===== config.mk =====
export PLATFORM = sky130hd
export DESIGN_NAME = mode_counter
export DESIGN_NICKNAME = d
export VERILOG_FILES = /design/src/rtl/counter_pkg.sv /design/src/rtl/counter_step.sv /design/src/rtl/mode_counter.sv
export SDC_FILE = /design/constraint.sdc
export NUM_CORES = 1
export LEC_CHECK = 0
export CAP_MARGIN = 20
export CORE_UTILIZATION = 45
export CTS_CLUSTER_SIZE = 30
export DETAILED_ROUTE_END_ITERATION = 8
export GPL_TIMING_DRIVEN = 1
export PLACE_DENSITY_LB_ADDON = 0.2
export SLEW_MARGIN = 20
export SYNTH_ARGS = -nofsm -noshare
export SYNTH_HDL_FRONTEND = slang
export SYNTH_SLANG_ARGS = --single-unit

===== constraint.sdc =====
create_clock -name clk -period 9.9 [get_ports clk]
set_clock_uncertainty 0.2 [all_clocks]
set_input_delay 1.98 -clock clk [delete_from_list [all_inputs] [get_ports clk]]
set_output_delay 1.98 -clock clk [all_outputs]
set_load 0.01 [all_outputs]

===== src/rtl/counter_pkg.sv =====
// counter_pkg: mode and ONESHOT state encodings shared by the mode counter files.
package counter_pkg;
    localparam logic [1:0] M_WRAP     = 2'd0;
    localparam logic [1:0] M_SAT      = 2'd1;
    localparam logic [1:0] M_ONESHOT  = 2'd2;
    localparam logic [1:0] M_PINGPONG = 2'd3;
    localparam logic [1:0] S_IDLE = 2'd0;
    localparam logic [1:0] S_RUN  = 2'd1;
    localparam logic [1:0] S_DONE = 2'd2;
endpackage


===== src/rtl/counter_step.sv =====
// counter_step: combinational next-value, bound-hit and wrap-pulse logic for one counter step.
module counter_step
    import counter_pkg::*;
#(
    parameter int WIDTH = 8
) (
    input  logic [1:0]       i_mode,
    input  logic             i_down,
    input  logic [WIDTH-1:0] i_count,
    input  logic [WIDTH-1:0] i_step,
    input  logic [WIDTH-1:0] i_lo,
    input  logic [WIDTH-1:0] i_hi,
    output logic [WIDTH-1:0] o_next,
    output logic             o_hit,
    output logic             o_bounce
);
    logic [WIDTH-1:0] w_step;
    logic [WIDTH-1:0] w_stepped;
    logic [WIDTH:0]   w_sum;
    logic [WIDTH:0]   w_lo_step;
    logic             w_oor;
    logic             w_cross;
    logic             w_reach;
    assign w_step    = (i_step == '0) ? WIDTH'(1) : i_step;
    // One extra bit so up overflow and down underflow never alias back into range.
    assign w_sum     = {1'b0, i_count} + {1'b0, w_step};
    assign w_lo_step = {1'b0, i_lo} + {1'b0, w_step};
    assign w_oor     = (i_count < i_lo) | (i_count > i_hi);
    assign w_cross   = w_oor | (i_down ? ({1'b0, i_count} < w_lo_step) : (w_sum > {1'b0, i_hi}));
    assign w_reach   = i_down ? ({1'b0, i_count} == w_lo_step) : (w_sum == {1'b0, i_hi});
    assign w_stepped = i_down ? i_count - w_step : w_sum[WIDTH-1:0];
    assign o_hit     = w_cross | w_reach;
    always_comb begin
        o_next   = (i_mode == M_WRAP) ? (w_cross ? (i_down ? i_hi : i_lo) : w_stepped)
                                      : (o_hit ? (i_down ? i_lo : i_hi) : w_stepped);
        o_bounce = (i_mode == M_WRAP) ? w_cross : (i_mode == M_SAT) ? 1'b0 : o_hit;
    end
endmodule


===== src/rtl/mode_counter.sv =====
// mode_counter: bounded up/down counter with wrap, saturate, oneshot and ping-pong modes.
module mode_counter
    import counter_pkg::*;
#(
    parameter int               WIDTH       = 8,
    parameter logic [WIDTH-1:0] RESET_VALUE = '0
) (
    input  logic             clk,
    input  logic             reset,
    input  logic             enable,
    input  logic [1:0]       mode,
    input  logic             dir_down,
    input  logic [WIDTH-1:0] step,
    input  logic [WIDTH-1:0] lo,
    input  logic [WIDTH-1:0] hi,
    input  logic             load,
    input  logic [WIDTH-1:0] load_value,
    input  logic             start,
    output logic [WIDTH-1:0] count,
    output logic             tc,
    output logic             wrap,
    output logic             busy,
    output logic             done,
    output logic             cfg_err
);
    logic [WIDTH-1:0] r_count   = RESET_VALUE;
    logic [1:0]       r_state   = S_IDLE;
    logic             r_pp_down = 1'b0;
    logic             r_wrap    = 1'b0;
    logic [WIDTH-1:0] w_next;
    logic [1:0]       w_state_nx;
    logic             w_down;
    logic             w_hit;
    logic             w_bounce;
    logic             w_abort;
    logic             w_adv;
    counter_step #(.WIDTH(WIDTH)) u_step (
        .i_mode   (mode),
        .i_down   (w_down),
        .i_count  (r_count),
        .i_step   (step),
        .i_lo     (lo),
        .i_hi     (hi),
        .o_next   (w_next),
        .o_hit    (w_hit),
        .o_bounce (w_bounce)
    );
    assign w_down  = (mode == M_PINGPONG) ? r_pp_down : dir_down;
    assign w_abort = (mode != M_ONESHOT) & (r_state != S_IDLE);
    // A step is taken only when nothing of higher priority claims the cycle.
    assign w_adv   = enable & ~load & ~cfg_err & ~w_abort & ((mode != M_ONESHOT) | (r_state == S_RUN));
    assign cfg_err = lo > hi;
    assign tc      = w_adv & w_hit;
    assign count   = r_count;
    assign wrap    = r_wrap;
    assign busy    = r_state == S_RUN;
    assign done    = r_state == S_DONE;
    always_comb begin
        w_state_nx = (cfg_err | w_abort) ? S_IDLE :
                     (mode != M_ONESHOT) ? r_state :
                     (r_state == S_IDLE) ? (start ? S_RUN : S_IDLE) :
                     (r_state == S_RUN)  ? (w_adv & w_hit ? S_DONE : S_RUN) : S_IDLE;
    end
    always_ff @(posedge clk) begin
        if (reset) begin
            r_count   <= RESET_VALUE;
            r_state   <= S_IDLE;
            r_pp_down <= 1'b0;
            r_wrap    <= 1'b0;
        end else begin
            r_wrap  <= w_adv & w_bounce;
            r_count <= load ? load_value : (enable & cfg_err) ? lo : w_adv ? w_next : r_count;
            if (w_adv && mode == M_PINGPONG && w_hit)
                r_pp_down <= ~r_pp_down;
            if (!load)
                r_state <= w_state_nx;
        end
    end
endmodule


**After elaboration in Yosys (flattened, before gate mapping)**

Cells that the tools add are included.

- Register bits: 12
- Bits in latches: 0
- Memory bits (writable): 0
- Bits in read-only memories: 0
- Input port bits: 40
- Output and inout bits: 13
- Logic and storage cells: 66
- Memories: 0

- Add/subtract/negate cells: 3
- Multipliers: 0
- Div/mod/pow operators: 0
- Magnitude comparators: 5
- Eq/ne operators: 8
- Shift operators: 0
- Mux-type cells: 21
- Bitwise operators: 17
- Reduce and logical (&&, ||, !) cells: 8

Operator list:

| operator | number |
|---|---|
| two-way mux 8 bit | 10 |
| adder 8 x 8 -> 9 bit | 2 |
| > comparator 8 bit | 2 |
| two-way mux 2 bit | 5 |
| equality test 8 x 9 -> 1 bit | 1 |
| equality test 9 x 8 -> 1 bit | 1 |
| > comparator 9 x 8 -> 1 bit | 1 |
| less-than comparator 8 x 9 -> 1 bit | 1 |
| bitwise AND 1 bit | 8 |
| zero test 8 bit | 1 |
| less-than comparator 8 bit | 1 |
| subtractor 8 bit | 1 |
| two-way mux 1 bit | 6 |
| bitwise OR 1 bit | 5 |
| equality test 2 x 1 -> 1 bit (second input constant) | 2 |
| equality test 2 bit (second input constant) | 2 |
| zero test 2 bit | 2 |
| inverter 1 bit | 4 |
| nonzero test 3 bit | 1 |
| logical AND 1 bit | 2 |
| inequality test 2 x 1 -> 1 bit (second input constant) | 1 |
| inequality test 2 bit (second input constant) | 1 |
| AND reduction 2 bit | 1 |
| nonzero test 2 bit | 1 |

**Depth between registers and ports, before layout**

Gate-level depths: netlist (run 1).

- Depth in word-level cells: 13
- Mapped depth: 20
- Gate-level depth less buffers: 19

**By module**

From an unflattened synthesis (run 1), not the netlist that was laid out.

- Cells, all modules: 425
- Area total of the unflattened synthesis: 3245.6 µm²

By module, submodules not included:

| module | instances | cells each | area each (µm²) | seq. area each (µm²) |
|---|---|---|---|---|
| counter_step | 1 | 287 | 2190.9 | 0.0 |
| mode_counter | 1 | 138 | 1054.8 | 240.2 |

**Worst setup path before layout (run 1)**

Ideal clock, no wire load.

- Path kind: input to output
- Start: in step[2]
- End: out tc
- Arrival: 5140 ps
- Required time: 7720 ps
- Path slack: 2580 ps
- Stages on the path: 17
- Buffers on the path: 0
- Path through: nor3_1 -> a41o_1 -> ha_1 -> fa_1 -> nand2b_1 -> a221oi_2 -> o21ba_2 -> nor2_1 -> xnor2_1 -> ha_1 -> nand4_1 -> a21oi_1 -> o41ai_2 -> nand3_2 -> a211o_1 -> o21ai_0 -> inv_1

- Word-level cells in the longest chain between the ends: 8
- Elaborated cells on any way between the ends: 13
- Classes of those cells: add/sub (2); order compare (2); eq/ne (2); mux (3); bitwise (3); reduce/logical (1)

RTL lines:

| element | RTL line | text |
|---|---|---|
| start: declaration | mode_counter.sv:13 | `input logic [WIDTH-1:0] step,` |
| zero test 8 bit | counter_step.sv:24 | `assign w_step = (i_step == '0) ? WIDTH'(1) : i_step;` |
| two-way mux 8 bit * | counter_step.sv:24 |  |
| adder 8 x 8 -> 9 bit, on equally long branches | counter_step.sv:26, counter_step.sv:27 |  |
| > comparator 9 x 8 -> 1 bit or less-than comparator 8 x 9 -> 1 bit (tied branches) | counter_step.sv:29 | `assign w_cross = w_oor \| (i_down ? ({1'b0, i_count} < w_lo_step) : (w_sum > {1'b0, i_hi}));` |
| two-way mux 1 bit | counter_step.sv:29 |  |
| bitwise OR 1 bit | counter_step.sv:29 |  |
| bitwise OR 1 bit * | counter_step.sv:32 | `assign o_hit = w_cross \| w_reach;` |
| bitwise AND 1 bit * | mode_counter.sv:53 | `assign tc = w_adv & w_hit;` |
| end: declaration | mode_counter.sv:20 | `output logic tc,` |

Every way passes the cells marked *; elsewhere a longest branch is shown, timed or not.

**Worst setup path after layout (run 1)**

- Start: in step[1]
- End: out tc

The elaborated chain is that of the path after synthesis.

==> key figures, run 1 <==
Final layout
  • Sequential cell area: 240.2 µm²
  • Count of inserted antenna diode cells: 0
  • Area growth from synthesis to layout: 19.81%
  • Share of final-layout standard cells stronger than drive strength 1: 3.795%
  • Nets: 555
  • Number of inserted filler cells in the final layout: 627
  • Footprint of the multi-input gates: 2606 µm²

Synthesis
  • Count of flip-flops with a built-in enable after synthesis: 0
  • Most area-consuming cells after synthesis: sky130_fd_sc_hd__ha_1 (25%), sky130_fd_sc_hd__dfxtp_1 (7.9%), sky130_fd_sc_hd__a21oi_1 (5.4%), sky130_fd_sc_hd__inv_1 (4.4%), sky130_fd_sc_hd__o21ai_0 (3.8%)
  • Proportion of netlist area held by the largest area contributor: 25.48%
  • Number of distinct library cells after synthesis: 56
  • Most numerous cell types in the synthesized netlist: sky130_fd_sc_hd__ha_1 (62), sky130_fd_sc_hd__inv_1 (36), sky130_fd_sc_hd__a21oi_1 (33), sky130_fd_sc_hd__nand2_1 (29), sky130_fd_sc_hd__nor2_1 (25)
  • Post-synthesis net count: 514
  • Library cell with the largest summed area after synthesis: sky130_fd_sc_hd__ha_1
  • Post-synthesis instance area: 3044 µm²
  • Sequential area share after synthesis: 7.891%
  • Number of warnings printed during yosys synthesis: 0
  • Share of flip-flops with an asynchronous set or reset after synthesis: 0%
  • Synth Instances: 409
  • Predominant post-synthesis flop cell: sky130_fd_sc_hd__dfxtp_1
  • Flip-flop and latch count after synthesis: 12
  • Synthesized area per cell: 7.443 µm²
  • Dominant cell by count in the synthesized netlist: sky130_fd_sc_hd__ha_1

Clock network
  • Reg clk slew, reported paths: 50 ps
  • Clock net sink count: 12
  • Clock network latency to the later pin of the worst-skew pair: 240 ps
  • Hold buffer count at cts: 0
  • Post_cts resized: 0
  • Clk Tree Root Cell: sky130_fd_sc_hd__clkbuf_8
  • Clock buffer count from CTS: 3
  • Clock tree buffer depth: 2
  • Count of H-tree levels built during CTS: 1
  • Setup repair bufs after CTS: 0
  • CTS tree: done

Pwr
  • Static leakage power: 0.001636 µW
  • IR Drop Worst-Case VDD: 0.05932 mV
  • Power per cell area: 93.95 nW/µm²

Timing
  • Max Clock Freq: 0.1132 GHz
  • Unrepaired setup endpoints after global routing: false
  • Slew Limit Fails: 0
  • Final setup slack of the worst path: 1064 ps
  • Actual transition at the worst max-transition pin: 867.6 ps
  • Hold Slack: 325.3 ps
  • Worst-case headroom to the max-slew limit: 41.72%
  • Setup Total Neg Slack: 0 ps
  • Number of endpoints failing setup at the final stage: 0
  • Final Critical Period: 8836 ps
  • Share of the clock period used by the worst path: 89.25%
  • Final hold violation count: 0

Worst setup path
  • Critical Path Source Type: primary input
  • Crit. End Element: primary output
  • Maximum fanout along the worst path: 7
  • Required time worst endpoint: 7720 ps
  • Path type of the worst setup path: primary input to primary output
  • Kind of cell adding the most delay to the critical path: compound AO/OA/AOI/OAI gates
  • Ordered list of cells on the worst path: clkdlybuf4s50_1 > nor2_1 > a41o_1 > ha_1 > fa_1 > nand2b_1 > a221oi_2 > o21ba_2 > nor2_1 > xnor2_1 > ha_1 > nand4_1 > a21oi_1 > o41ai_2 > nand3_2 > a211o_1 > o21ai_0 > inv_1 > clkdlybuf4s50_1
  • Slowest CP cell: sky130_fd_sc_hd__clkdlybuf4s50_1
  • Crit path buffers/inverters: 3
  • Biggest cell delay along the critical path: 670 ps
  • Signal arrival time at the worst endpoint: 6660 ps

Global routing
  • Global-route wire length before repair: 15.76 mm
  • Via count of the first global-routing pass: 3,088
  • Maximum number of pins on one net before global-route repair: 23
  • Overflow left after global routing: 0
  • Antenna violations before repair: 0
  • Overall track demand over capacity in global routing: 28.28%

Die
  • Die extent in y: 84.25 µm
  • Area of the die: 7098 µm²
  • Area of the core: 6422 µm²
  • Ports placed on the boundary: 53
  • Overall die width: 84.25 µm
  • Effective utilization at floorplan: 47.40%
  • Placement Rows: 29

Routing
  • DRT Pass-1 Iters: 8
  • Wirelength per Cell: 19.21 µm
  • Routed wire length: 10.09 mm
  • Total via count after detailed routing: 3,315
  • Number of design-rule violations left by the first detailed-router iteration: 299
  • Number of design rule violations left after detail routing: 8
  • Average via count per standard cell: 6.314
  • ANT nets after route: 0

Status
  • Violated checks: DRC
  • Result of the run: finished, violations left

Place
  • Final HPWL from detailed placement: 8.129 mm
  • Post-placement worst setup slack: 1079 ps
  • Global placement routability congestion: 0.9800
  • Count of input and output buffers: 52

Hold path
  • Worst min-delay path category: flip-flop to flip-flop

Flow run
  • Reported max-cap violation count: 0
-- through the flow --
stage	std cells	cell area (µm²)	total power (µW)	util (%)
2_1_floorplan	409	3044	215.7	-
3_3_place_gp	522	3606	288.4	56.15
3_5_place_dp	522	3606	293.4	56.15
4_1_cts	525	3647	339.1	56.79
5_1_grt	525	3647	367.3	56.79
6_report	525	3647	342.7	56.79
-- final cells by class --
class / count / share of cell area, %
timing repair buffer: 53 / 14.48
sequential: 12 / 6.587
multi-input combinational: 344 / 71.46
clock buffer: 3 / 1.132
inverter: 36 / 3.705
tap: 77 / 2.642
-- path summary, 6_finish.rpt --
check / depth (start not counted) / slack, ps / endpoint / startpoint
max: 19 / 1060 / tc / step[1]
min: 2 / 330 / r_state[1] / r_state[1]
max reg2reg: 15 / 5090 / count[3] / count[2]
min reg2reg: 2 / 330 / r_state[1] / r_state[1]
-- cell families (layout without fill, tap and decap cells) --
logic type / count (synthesis) / in the layout / share of synthesized area, %
AO/OA/AOI/OAI: 129 / 129 / 29.72
buffers and inverters: 53 / 92 / 6.618
AND/OR/NAND/NOR: 122 / 122 / 19.89
XOR/XNOR: 20 / 20 / 5.754
adder cells (fa/ha/maj): 65 / 65 / 27.46
flip-flops: 12 / 12 / 7.891
multiplexers: 8 / 8 / 2.672
-- tightest hold or removal path, stage by stage (launching register included) --
cell,delay [ps]
sky130_fd_sc_hd__dfxtp_1,350
sky130_fd_sc_hd__nand2_1,70
sky130_fd_sc_hd__a21oi_1,50
-- power by group --
group	switching, µW	leakage [µW]	internal [µW]
Sequential	10.8	0.0000990	52.1
Clock	18.2	0.0000216	26.8
Combinational	132	0.00152	103
-- state kept, by name, summed over array words and instances (netlist names) --
signal and cells:
count 8, r_pp_down 1, r_state 2, wrap 1
-- cells in the final DEF (no fill, tap or decap), types with 4 or more instances in the layout --
cell	instances
sky130_fd_sc_hd__a21o_1	6
sky130_fd_sc_hd__dfxtp_1	12
sky130_fd_sc_hd__a31oi_1	5
sky130_fd_sc_hd__a211oi_1	10
sky130_fd_sc_hd__nor2b_1	7
sky130_fd_sc_hd__a311oi_1	4
sky130_fd_sc_hd__o21bai_1	4
sky130_fd_sc_hd__ha_1	62
sky130_fd_sc_hd__or3_1	4
sky130_fd_sc_hd__nand2b_1	7
sky130_fd_sc_hd__nor3_1	16
sky130_fd_sc_hd__o21ai_0	23
sky130_fd_sc_hd__a41o_1	5
sky130_fd_sc_hd__clkdlybuf4s50_1	52
sky130_fd_sc_hd__nand4_1	9
sky130_fd_sc_hd__nor2_1	25
sky130_fd_sc_hd__xnor2_1	13
sky130_fd_sc_hd__mux2i_1	6
sky130_fd_sc_hd__nand2_1	29
sky130_fd_sc_hd__o211ai_1	11
sky130_fd_sc_hd__inv_1	36
sky130_fd_sc_hd__nand3_1	10
sky130_fd_sc_hd__a21oi_1	33
sky130_fd_sc_hd__o2111ai_1	4
sky130_fd_sc_hd__xor2_1	7
-- per-layer routing --
layer | share of wire (%) | global-route usage (%) | vias to the layer above
li1 | - | - | 1599
met2 | 44 | 46.80 | 164
met1 | 45 | 39.01 | 1529
met3 | 8.3 | 3.147 | 23
met4 | 2.8 | 7.524 | 0
met5 | 0 | 0 | -
Note: power is estimated with default switching activity, not from simulation.
==> run 2, diff against run 1 <==
SLEW_MARGIN = 10   (was 20)
SYNTH_HIERARCHICAL = 1   (was not set)
==> run 2 against run 1 <==
Net effect: the flow now finishes without violations; hold slack improved by 20 ps; register-to-register slack better by 330 ps; synthesized cell count is 3.9% higher; fmax fell by 0.86%; worst setup slack lost 77 ps; cell count up 6.3%; power up 16%.
==> key figures, run 2 <==
Status
  • Result of the run: finished, final reports clean

Routing
  • Number of design-rule violations left by the first detailed-router iteration: 216 (-28%)
  • Routed wire length: 9.188 mm (-8.9%)
  • Number of design rule violations left after detail routing: 0 (-8)
  • Total via count after detailed routing: 3,297 (-0.54%)
  • Wirelength per Cell: 16.47 µm (-14%)
  • ANT nets after route: 0 (unchanged)
  • DRT Pass-1 Iters: 5 (-3)
  • Average via count per standard cell: 5.909 (-6.4%)

Synthesis
  • Share of flip-flops with an asynchronous set or reset after synthesis: 0% (unchanged)
  • Main combinational cell family by area after synthesis: compound AO/OA/AOI/OAI gates
  • Dominant cell by count in the synthesized netlist: sky130_fd_sc_hd__ha_1
  • Area fraction in compound gates after synthesis: 27.87% (-1.8 points)
  • Predominant post-synthesis flop cell: sky130_fd_sc_hd__dfxtp_1
  • Post-synthesis instance area: 3246 µm² (+6.6%)
  • Share of cell area taken by muxes after synthesis: 6.862% (+4.2 points)
  • Number of distinct library cells after synthesis: 64 (+14%)
  • Library cell with the largest summed area after synthesis: sky130_fd_sc_hd__ha_1
  • Post-synthesis adder-cell area fraction: 25.75% (-1.7 points)
  • Synth Instances: 425 (+3.9%)
  • Sequential area share after synthesis: 7.402% (-0.49 points)
  • Most numerous cell types in the synthesized netlist: sky130_fd_sc_hd__ha_1 (62), sky130_fd_sc_hd__inv_1 (47), sky130_fd_sc_hd__a21oi_1 (37), sky130_fd_sc_hd__o21ai_0 (23), sky130_fd_sc_hd__nand2_1 (20)
  • Flip-flop and latch count after synthesis: 12 (unchanged)
  • Count of flip-flops with a built-in enable after synthesis: 0 (unchanged)
  • Most area-consuming cells after synthesis: sky130_fd_sc_hd__ha_1 (24%), sky130_fd_sc_hd__dfxtp_1 (7.4%), sky130_fd_sc_hd__a21oi_1 (5.7%), sky130_fd_sc_hd__inv_1 (5.4%), sky130_fd_sc_hd__mux2i_1 (4.3%)
  • Basic-gate share of the synthesized area counting and, or, nand and nor cells: 19.20% (-0.69 points)
  • Post-synthesis net count: 530 (+3.1%)
  • Proportion of netlist area held by the largest area contributor: 23.90% (-1.6 points)
  • Synthesized-area fraction occupied by xor and xnor cells: 4.588% (-1.2 points)
  • Number of warnings printed during yosys synthesis: 6 (+6)
  • Synthesized area per cell: 7.637 µm² (+2.6%)

Pwr
  • Power per cell area: 102.8 nW/µm² (+9.5%)
  • Static leakage power: 0.001766 µW (+8.0%)
  • IR Drop Worst-Case VDD: 0.04329 mV (-27%)

Die
  • Die extent in y: 86.93 µm (+3.2%)
  • Effective utilization at floorplan: 47.25% (-0.15 points)
  • Overall die width: 86.93 µm (+3.2%)
  • Area of the core: 6869 µm² (+7.0%)
  • Area of the die: 7556 µm² (+6.5%)
  • Placement Rows: 30 (+3.4%)
  • Ports placed on the boundary: 53 (unchanged)

Flow run
  • Reported max-cap violation count: 0 (unchanged)

Global routing
  • Maximum number of pins on one net before global-route repair: 41 (+78%)
  • Via count of the first global-routing pass: 3,175 (+2.8%)
  • GRT Max-Usage Layer: met2
  • Antenna violations before repair: 0 (unchanged)
  • Overflow left after global routing: 0 (unchanged)
  • Met3 capacity usage during global routing: 3.223% (+0.076 points)
  • Met1 track utilization from global routing: 34.43% (-4.6 points)
  • Met2 usage: 42.59% (-4.2 points)
  • Overall track demand over capacity in global routing: 25.33% (-3.0 points)
  • Global-route wire length before repair: 15.22 mm (-3.4%)

Final layout
  • Leading cell type in the layout, fill and taps excluded: sky130_fd_sc_hd__ha_1
  • Area growth from synthesis to layout: 18.85%
  • Cell Count, Final, Fillers Out: 558 (+6.3%)
  • Count of inserted antenna diode cells: 0 (unchanged)
  • Nets: 568 (+2.3%)
  • Design area: 3857 µm² (+5.8%)
  • Leading cell types in the layout, fill and taps excluded: sky130_fd_sc_hd__ha_1 (62), sky130_fd_sc_hd__clkdlybuf4s50_1 (52), sky130_fd_sc_hd__inv_1 (47), sky130_fd_sc_hd__a21oi_1 (37), sky130_fd_sc_hd__o21ai_0 (23)
  • Share of final-layout standard cells stronger than drive strength 1: 3.680% (-0.11 points)
  • Largest register FFs: 8 (unchanged)

Timing
  • Final Critical Period: 8912 ps (+76.53 ps)
  • Setup Total Neg Slack: 0 ps (unchanged)
  • Worst-case headroom to the max-slew limit: 33.66% (-8.1 points)
  • Slew Limit Fails: 0 (unchanged)
  • Final setup slack of the worst path: 988.0 ps (-76.53 ps)
  • Number of endpoints failing setup at the final stage: 0 (unchanged)
  • Hold Slack: 344.9 ps (+19.54 ps)
  • Share of the clock period used by the worst path: 90.02% (+0.77 points)
  • Final hold violation count: 0 (unchanged)
  • Actual transition at the worst max-transition pin: 991.4 ps (+123.8 ps)
  • Unrepaired setup endpoints after global routing: false
  • Max Clock Freq: 0.1122 GHz (-0.86%)

Clock network
  • Clock net sink count: 12 (unchanged)
  • Clk Tree Root Cell: sky130_fd_sc_hd__clkbuf_8
  • Hold buffer count at cts: 0 (unchanged)
  • Clock tree buffer depth: 2 (unchanged)
  • Clock network latency to the later pin of the worst-skew pair: 250 ps (about the same)
  • Clock buffer count from CTS: 3 (unchanged)
  • Reg clk slew, reported paths: 60 ps (about the same)
  • Count of H-tree levels built during CTS: 1 (unchanged)
  • CTS tree: done
  • Post_cts resized: 0 (unchanged)
  • Setup repair bufs after CTS: 0 (unchanged)

Worst setup path
  • Worst R2R Path Depth: 18 (+3)
  • Path type of the worst setup path: primary input to primary output
  • Signal arrival time at the worst endpoint: 6730 ps (+70 ps)
  • Ordered list of cells on the worst path: clkdlybuf4s50_1 > inv_1 > a41o_1 > ha_1 > fa_1 > nand2b_4 > a221oi_2 > o21bai_1 > or2b_1 > xnor2_1 > ha_1 > o21ai_1 > nand2b_1 > a21oi_1 > a311o_1 > a22o_1 > and3_4 > inv_4 > nor4b_4 > clkdlybuf4s50_1
  • Required time worst endpoint: 7720 ps (about the same)
  • Maximum fanout along the worst path: 9 (+2)
  • Slowest CP cell: sky130_fd_sc_hd__clkdlybuf4s50_1
  • Biggest cell delay along the critical path: 670 ps (about the same)
  • Crit. End Element: primary output
  • Kind of cell adding the most delay to the critical path: buffers and inverters
  • Register-to-register setup slack: 5420 ps (+330 ps)
  • Critical register-to-register path startpoint: count[0]
  • End of the worst register-to-register path: count[1]
  • Critical Path Source Type: primary input
  • Crit path buffers/inverters: 4 (+1)

Hold path
  • HP Start: r_pp_down
  • Worst min-delay path category: flip-flop to flip-flop
  • Number of cells traversed by the worst hold path: 3 (+1)
  • Worst hold path endpoint: r_pp_down

Place
  • Post-placement worst setup slack: 1019 ps (-60.09 ps)
  • Placed standard-cell area: 3802 µm² (+5.4%)
  • Count of input and output buffers: 52 (unchanged)
  • Placed Cells incl. Taps: 554 (+6.1%)
  • Global placement routability congestion: 0.9496 (-3.1%)
  • Final HPWL from detailed placement: 7.484 mm (-7.9%)
run 2: cell count changes after synthesis, moves of 7 or more:
cell,previous run,this run
sky130_fd_sc_hd__o21ai_1,0,13
sky130_fd_sc_hd__inv_1,36,47
sky130_fd_sc_hd__nand2_1,29,20
sky130_fd_sc_hd__nor3_1,16,7
sky130_fd_sc_hd__nand4b_1,0,8
sky130_fd_sc_hd__nor2_1,25,17
sky130_fd_sc_hd__mux2i_1,7,14
run 2: cells by family (layout without fill, tap and decap cells):
| group | count (synthesis) | count (layout) |
|---|---|---|
| fa+ha+maj | 65 | 65 |
| compound gates | 139 | 139 |
| xor+xnor | 17 | 17 |
| flops | 12 | 12 |
| mux | 19 | 19 |
| simple gates | 105 | 105 |
| buf+inv | 68 | 105 |
run 2: layer usage:
metal / up-vias / part of all wire, %
li1: 1650 / -
met1: 1547 / 49
met2: 83 / 45
met3: 17 / 4.4
met4: 0 / 1.9
met5: - / 0
run 2: how the worst max path moves through the flow:
stage | from | endpoint | slack, ps | depth (start not counted)
2_1_floorplan | step[7] | tc | 2440 | 19
3_3_place_gp | step[1] | tc | 1130 | 20
3_5_place_dp | step[1] | tc | 1020 | 20
4_1_cts | step[1] | tc | 1000 | 20
5_1_grt | step[1] | tc | 720 | 20
6_report | step[1] | tc | 990 | 20
run 2: layout make-up:
type                    instances  area (µm²)
clock buffers                   4       55.05
inverters                      49       186.4
fillers                       659        3012
flip-flops and latches         12       240.2
repair buffers                 52       520.5
multi-input cells             345        2735
well taps                      96       120.1
run 2: power by group:
part / internal (µW) / switching, µW / total (µW) / leakage, µW
logic: 127 / 149 / 277 / 0.00164
clock network: 35.3 / 20.6 / 55.8 / 0.0000288
registers: 52.9 / 11.5 / 64.3 / 0.0000988
run 2: worst reg2reg max path: stages (launching register included):
cell,delay [ps]
sky130_fd_sc_hd__dfxtp_1,370
sky130_fd_sc_hd__ha_1,250
sky130_fd_sc_hd__fa_1,450
sky130_fd_sc_hd__nand2b_4,110
sky130_fd_sc_hd__a221oi_2,60
sky130_fd_sc_hd__o21bai_1,160
sky130_fd_sc_hd__or2b_1,270
sky130_fd_sc_hd__xnor2_1,130
sky130_fd_sc_hd__ha_1,320
sky130_fd_sc_hd__o21ai_1,80
sky130_fd_sc_hd__nand2b_1,70
sky130_fd_sc_hd__a21oi_1,60
sky130_fd_sc_hd__a311o_1,340
sky130_fd_sc_hd__a22o_1,230
sky130_fd_sc_hd__nand2_1,290
sky130_fd_sc_hd__mux4_2,350
sky130_fd_sc_hd__mux2_2,290
sky130_fd_sc_hd__a311oi_1,220
sky130_fd_sc_hd__o21ai_1,100
run 2: stage by stage:
stage,util [%],power [µW]
6_report,56.16,396.7
5_1_grt,56.16,429.4
4_1_cts,56.16,392.2
3_5_place_dp,55.36,335.2
3_3_place_gp,55.36,328.8
2_1_floorplan,-,253.4
==> run 3, diff against run 2 <==
SKIP_CTS_REPAIR_TIMING = 1   (was not set)
==> results of run 3 <==
The final DEF is identical to that of run 2; final timing and power are the same.
